===== config.mk =====
export PLATFORM = sky130hd
export DESIGN_NAME = udcount_bus_master
export DESIGN_NICKNAME = d
export VERILOG_FILES = /design/src/rtl/udcount_bus_master.sv
export SDC_FILE = /design/constraint.sdc
export NUM_CORES = 1
export LEC_CHECK = 0
export ABC_AREA = 1
export CAP_MARGIN = 20
export CORE_MARGIN = 2
export CORE_UTILIZATION = 45
export DETAILED_ROUTE_END_ITERATION = 10
export PLACE_DENSITY = 0.79
export SLEW_MARGIN = 15
export SYNTH_ARGS = -nofsm -noshare
export SYNTH_HDL_FRONTEND = slang
export SYNTH_SLANG_ARGS = --single-unit
export TNS_END_PERCENT = 10

===== constraint.sdc =====
create_clock -name clk -period 2.9 [get_ports clk]
set_input_delay 0.435 -clock clk [delete_from_list [all_inputs] [get_ports clk]]
set_output_delay 0.435 -clock clk [all_outputs]
set_load 0.005 [all_outputs]

===== src/rtl/udcount_bus_master.sv =====
// Host-side sequencer for the up/down counter programming port: turns valid/ready
// commands into timed ncs/nwr/nrd bus cycles or a start strobe, and returns a response pulse.
module udcount_bus_master #(
    parameter int ADDR_W     = 2,
    parameter int DATA_W     = 8,
    parameter int SETUP_CYC  = 1,
    parameter int STROBE_CYC = 2,
    parameter int HOLD_CYC   = 1
) (
    input  logic              clk,
    input  logic              rst,
    input  logic              cmd_valid,
    output logic              cmd_ready,
    input  logic [1:0]        cmd_op,
    input  logic [ADDR_W-1:0] cmd_addr,
    input  logic [DATA_W-1:0] cmd_data,
    output logic              rsp_valid,
    output logic [DATA_W-1:0] rsp_data,
    output logic              rsp_err,
    output logic              ncs,
    output logic              nwr,
    output logic              nrd,
    output logic [ADDR_W-1:0] a,
    output logic [DATA_W-1:0] din,
    input  logic [DATA_W-1:0] dout,
    output logic              start
);

    localparam int MAX_SU  = (SETUP_CYC > STROBE_CYC) ? SETUP_CYC : STROBE_CYC;
    localparam int MAX_CYC = (MAX_SU > HOLD_CYC) ? MAX_SU : HOLD_CYC;
    localparam int CNT_W   = (MAX_CYC > 1) ? $clog2(MAX_CYC) : 1;

    localparam logic [CNT_W-1:0] SETUP_LD  = CNT_W'(SETUP_CYC - 1);
    localparam logic [CNT_W-1:0] STROBE_LD = CNT_W'(STROBE_CYC - 1);
    localparam logic [CNT_W-1:0] HOLD_LD   = CNT_W'(HOLD_CYC - 1);

    localparam logic [1:0] OP_WR    = 2'b00;
    localparam logic [1:0] OP_RD    = 2'b01;
    localparam logic [1:0] OP_START = 2'b10;

    typedef enum logic [2:0] {
        IDLE,
        SETUP,
        STROBE,
        HOLD,
        PULSE,
        RESP
    } state_t;

    state_t            state, state_nxt;
    logic [CNT_W-1:0]  cnt, cnt_nxt;
    logic [1:0]        op_q, op_nxt;
    logic              ncs_nxt, nwr_nxt, nrd_nxt, start_nxt;
    logic              rsp_valid_nxt, rsp_err_nxt;
    logic [DATA_W-1:0] rsp_data_nxt, din_nxt;
    logic [ADDR_W-1:0] a_nxt;

    assign cmd_ready = (state == IDLE);

    always_ff @(posedge clk or posedge rst) begin
        if (rst) begin
            state     <= IDLE;
            cnt       <= '0;
            op_q      <= '0;
            ncs       <= 1'b1;
            nwr       <= 1'b1;
            nrd       <= 1'b1;
            start     <= 1'b0;
            a         <= '0;
            din       <= '0;
            rsp_valid <= 1'b0;
            rsp_data  <= '0;
            rsp_err   <= 1'b0;
        end else begin
            state     <= state_nxt;
            cnt       <= cnt_nxt;
            op_q      <= op_nxt;
            ncs       <= ncs_nxt;
            nwr       <= nwr_nxt;
            nrd       <= nrd_nxt;
            start     <= start_nxt;
            a         <= a_nxt;
            din       <= din_nxt;
            rsp_valid <= rsp_valid_nxt;
            rsp_data  <= rsp_data_nxt;
            rsp_err   <= rsp_err_nxt;
        end
    end

    // Next-state logic produces the next value of every registered output.
    always_comb begin
        state_nxt     = state;
        cnt_nxt       = cnt;
        op_nxt        = op_q;
        ncs_nxt       = ncs;
        nwr_nxt       = nwr;
        nrd_nxt       = nrd;
        start_nxt     = 1'b0;
        a_nxt         = a;
        din_nxt       = din;
        rsp_valid_nxt = 1'b0;
        rsp_data_nxt  = rsp_data;
        rsp_err_nxt   = 1'b0;

        case (state)
            IDLE: begin
                if (cmd_valid) begin
                    op_nxt  = cmd_op;
                    a_nxt   = cmd_addr;
                    din_nxt = cmd_data;
                    case (cmd_op)
                        OP_WR, OP_RD: begin
                            state_nxt = SETUP;
                            ncs_nxt   = 1'b0;
                            cnt_nxt   = SETUP_LD;
                        end
                        OP_START: begin
                            state_nxt = PULSE;
                            start_nxt = 1'b1;
                        end
                        default: begin
                            state_nxt     = RESP;
                            rsp_valid_nxt = 1'b1;
                            rsp_err_nxt   = 1'b1;
                        end
                    endcase
                end
            end
            SETUP: begin
                if (cnt == '0) begin
                    state_nxt = STROBE;
                    cnt_nxt   = STROBE_LD;
                    nwr_nxt   = (op_q != OP_WR);
                    nrd_nxt   = (op_q != OP_RD);
                end else begin
                    cnt_nxt = cnt - 1'b1;
                end
            end
            STROBE: begin
                if (cnt == '0) begin
                    state_nxt = HOLD;
                    cnt_nxt   = HOLD_LD;
                    nwr_nxt   = 1'b1;
                    nrd_nxt   = 1'b1;
                    if (op_q == OP_RD)
                        rsp_data_nxt = dout;
                end else begin
                    cnt_nxt = cnt - 1'b1;
                end
            end
            HOLD: begin
                if (cnt == '0) begin
                    state_nxt     = RESP;
                    ncs_nxt       = 1'b1;
                    rsp_valid_nxt = 1'b1;
                end else begin
                    cnt_nxt = cnt - 1'b1;
                end
            end
            PULSE: begin
                state_nxt     = RESP;
                rsp_valid_nxt = 1'b1;
            end
            RESP: begin
                state_nxt    = IDLE;
                rsp_data_nxt = '0;
            end
            default: begin
                state_nxt = IDLE;
                ncs_nxt   = 1'b1;
                nwr_nxt   = 1'b1;
                nrd_nxt   = 1'b1;
            end
        endcase
    end

endmodule


# Yosys cells after proc, flatten, opt, wreduce, memory -nomap -nowiden
# Index checks and enable logic that the tools add are counted.
[word_totals]
regBits = 30
in_bits = 23
out_inout_bits = 25
elab_cells = 74
[op_classes]
n_addsub = 1
n_eq_ne = 15
muxes = 28
n_bitwise = 2
reduce_logical = 16
[ops]
columns = ["cell", "n"]
rows = [
  ["$mux 8", 2],
  ["$pmux 8 s2", 1],
  ["$pmux 1 s3", 5],
  ["$pmux 3 s5", 1],
  ["$mux 1", 14],
  ["$mux 3", 4],
  ["$ne 2x2->1 const B", 5],
  ["$reduce_and 3->1", 3],
  ["$reduce_and 4->1", 2],
  ["$reduce_or 4->1", 2],
  ["$eq 3x2->1 const B", 2],
  ["$eq 3x3->1 const B", 2],
  ["$pmux 3 s2", 1],
  ["$eq 2x1->1 const B", 2],
  ["$ne 2x1->1 const B", 2],
  ["$reduce_bool 2->1", 2],
  ["$reduce_or 2->1", 2],
  ["$eq 3x1->1 const B", 1],
  ["$logic_not 3->1", 1],
  ["$reduce_bool 3->1", 1],
  ["$reduce_or 3->1", 1],
  ["$eq 2x2->1 const B", 1],
  ["$logic_not 2->1", 1],
  ["$not 1->1", 2],
  ["other kinds (2)", 2],
]

# Logic depth before layout (Yosys ltp)
[depth]
ltp_word = 5
mapped_depth = 9
mapped_depth_nobuf = 7

# Least setup slack after synthesis
# No wires, ideal clock.
[synth_path]
path_type = "register to register"
startpoint = "register state[1]"
endpoint = "register a[0]"
arrival_ns = 1.060
setup_slack_ns = 1.724
path_stages_with_launch = 9
n_path_buf = 2
period_less_slack_ns = 1.176
cell_sequence = "dfrtp_1 > buf_6 > clkinv_2 > nand2_4 > nor2_8 > nand2_4 > buf_4 > nand2_1 > nand2_1"
[synth_via]
elab_chain_len = 2
[synth_lines]
columns = ["item", "line", "text"]
rows = [
  ["start: declaration", "50", "state_t state, state_nxt;"],
  ["start signal: assignment", "75", "state <= state_nxt;"],
  ["$logic_not 3->1", "-", ""],
  ["named net cmd_ready", "13", "output logic cmd_ready,"],
  ["$reduce_and 2->1 (no source line)", "-", ""],
  ["end signal: assignment", "82", "a <= a_nxt;"],
  ["end: declaration", "23", "output logic [ADDR_W-1:0] a,"],
]
# The timed path passes the listed nets, and every way through them passes these cells.
# A chain may end at the register's enable or synchronous reset.

# Worst setup path in the final report
[layout_path]
startpoint = "register state[1]"
endpoint = "output cmd_ready"
[layout_via]
elab_chain_len = 1
[layout_lines]
columns = ["item", "line", "text"]
rows = [
  ["$logic_not 3->1", "58", "assign cmd_ready = (state == IDLE);"],
  ["end: declaration", "13", ""],
]
# No other way between the ends.

==> results.md <==
- Hold_buf cts: 0
- FMAX: 0.473 GHz
- Pin count of the biggest net entering global routing: 26
- Storage element area: 754 sq um
- Unrepaired setup endpoints after global routing: no
- Critical Path RT: roughly 2.5 ns
- Max cap viols: 0
- Leakage: 0.959 nW
- Clk buf depth: 2
- Worst r2r src: state[2]$_DFFE_PP0P_
- GRT Residual Overflow: 0
- Port bufs: 47
- Footprint of the multi-input gates: 568 sq um
- WL/cell: 12.5 microns
- Reg2Reg Depth: 5
- Residual DRC: 0
- Cell Pwr Density: 972 mW/mm^2
- Netlist cell types: 25
- Startpoint Class: register
- Hold Path Sink: nwr$_DFFE_PP1P_
- GR Util met1: 0.260
- Iter 0 DRT Violations: 53
- Busiest layer in global routing: met2
- Layout cells sized above 1: 0.150
- Status: completed
- Hold WC Path Type: register to register
- Final hold vios: 0
- Hold path depth: 2
- Placed insts: 249
- Tot GR Track Use: 0.203
- Clk_lat worst skew: around 0.33 ns
- Clk sinks: 30
- Initial core utilization: 0.467
- Met3 Resource Use GR: 0.0714
- Gp weighted congestion: 0.778
- Setup Viol. Count Final: 0
- Die width: 60.1 microns
- Met2 Resource Use GR: 0.321
- Detailed Route WL: 3.22 mm
- Crit path kind: register to output pin
- TritonCTS clock tree: done
- Maximum VDD drop: 0.000536 V
- N_diodes: 0
- Syn Nets: 185
- First drt pass iteration count: 4
- Ports: 48
- Site Rows: 20
- First-pass GRT wire length: 5.39 mm
- Hold WS: 0.474 ns
- Crit-path max FO: 9
- Slew HR: 0.365
- Die Ht: about 60 microns
- Clock root buffer: clkbuf_4
- Post-Syn Area: 0.00142 sq mm
- Via count: 1,250
- R2r setup slk: 1.36 ns
- Yosys warns: 0
- Mean area per synthesized cell: a little under 9 sq um
- Final HPWL DP: between 2 and 2.5 mm
- Via/cell ratio: roughly 4.9
- Utilization after layout: 0.648
- Final critical-path share of the clock period: 0.729
- TNS Setup: 0 ns
- CP Capture Type: output pin
- Post-CTS setup buffer count: 0
- Post-route total power: between 1.5 and 2 mW
- TritonCTS Buffers: 5
- Worst-Margin Slew: 0.951 ns
- Core Area: 0.00303 sq mm
- Slew Limit Fails: 0
- Vias in the first global route: 1,249
- Final std cells w/o fill: 257
- Yosys reg bits: 30
- ANT nets after route: 0
- Die ar.: approximately 0.0036 sq mm
- Synth-to-Final Area Change: 38.6%
- Worst Skew: 0.00786 ns
- Worst path arrival time: 1.68 ns
- H-tree levels: 2
- Seq/Total Area, Yosys: 0.533
- Antenna violations before repair: 0
- Fin crit period: 2.11 ns
- Fill count: roughly 270
- Worst-path clk slew: 0.09 ns
- Hold Path Origin: nwr$_DFFE_PP1P_
- Cells after Synth: 162
- Post-cts resize count: 0
- Nets@finish: 235
- RR Endpoint: rsp_data[7]$_DFFE_PP0P_
kinds of logic after synthesis:
logic type             Yosys count  synth area share
AND/OR/NAND/NOR                104             0.360
flip-flops                      30             0.533
buffers and inverters           17            0.0654
AO/OA/AOI/OAI                   11            0.0416
flip-flops by register name, summed over array words and instances, names as in the netlist:
register   count
a              2
cnt            1
din            8
ncs            1
nrd            1
nwr            1
op_q           2
rsp_data       8
rsp_err        1
rsp_valid      1
start          1
state          3
worst max-delay path, stage by stage, from the launching register on:
cell             delay, ns
dfrtp_1               0.52
clkinv_2              0.19
nand2_4               0.14
nor2_8                0.05
clkdlybuf4s50_1       0.46
worst max path at each step:
| stage | slack, ns | depth (start not counted) | endpoint | from |
|---|---|---|---|---|
| floorplan | 1.72 | 8 | a[0]$_DFFE_PP0P_ | state[1]$_DFFE_PP0P_ |
| global placement | 1.17 | 4 | cmd_ready | state[1]$_DFFE_PP0P_ |
| detailed placement | 1.15 | 4 | cmd_ready | state[1]$_DFFE_PP0P_ |
| CTS | 0.77 | 4 | cmd_ready | state[1]$_DFFE_PP0P_ |
| global route | 0.68 | 4 | cmd_ready | state[1]$_DFFE_PP0P_ |
| finish | 0.79 | 4 | cmd_ready | state[1]$_DFFE_PP0P_ |
per-stage QoR:
step	cell area (sq um)	setup WS, ns
global route	1960	0.681
CTS	1960	0.773
finish	1960	0.786
floorplan	1420	1.72
global placement	1900	1.17
detailed placement	1900	1.15
synthesized netlist by cell type:
cell / count / share of area
buf_8: 1 / 0.011
nand2_1: 58 / 0.15
a31oi_1: 1 / 0.0044
buf_4: 2 / 0.011
o21ai_1: 2 / 0.0071
o21ai_0: 4 / 0.014
nand3_2: 2 / 0.014
nand4_1: 10 / 0.044
nand2_2: 10 / 0.044
dfstp_2: 3 / 0.056
nor2_8: 1 / 0.014
nor2_1: 10 / 0.027
dfrtp_1: 27 / 0.48
buf_6: 1 / 0.0080
a21boi_0: 1 / 0.0053
nand2_4: 2 / 0.016
nor2_2: 2 / 0.0088
nor2_4: 1 / 0.0080
nand3_1: 7 / 0.025
inv_1: 9 / 0.024
a21oi_1: 3 / 0.011
nor3b_1: 1 / 0.0053
inv_2: 2 / 0.0053
buf_2: 1 / 0.0035
clkinv_2: 1 / 0.0035
layout by cell type (no fill, tap or decap), types with 2 or more instances in the layout:
master	count
a21oi_1	3
clkbuf_4	5
clkdlybuf4s50_1	47
clkinv_2	2
dfrtp_1	27
dfstp_2	3
inv_1	9
inv_2	2
nand2_1	58
nand2_2	10
nand2_4	2
nand3_1	7
nand3_2	2
nand4_1	10
nor2_1	10
nor2_2	2
o21ai_0	4
o21ai_1	2
metal layers:
metal | wire, microns | vias up
met3 | 193 | 6
met4 | 48 | 0
met1 | 1430 | 590
li1 | - | 616
met5 | 0 | -
met2 | 1550 | 38
area by class of cell:
| cell class | instances | area share |
|---|---|---|
| sequential | 30 | 0.385 |
| clock buffer | 7 | 0.0281 |
| clock inverter | 1 | 0.00255 |
| multi-input combinational | 115 | 0.290 |
| timing repair buffer | 48 | 0.244 |
| inverter | 12 | 0.0236 |
| tap | 44 | 0.0281 |
where the power goes:
part           switching, mW  internal, mW
sequential             0.140         0.617
clock                  0.135         0.117
combinational          0.446         0.452
total                  0.721          1.19
Note: power is estimated with default switching activity, not from simulation.
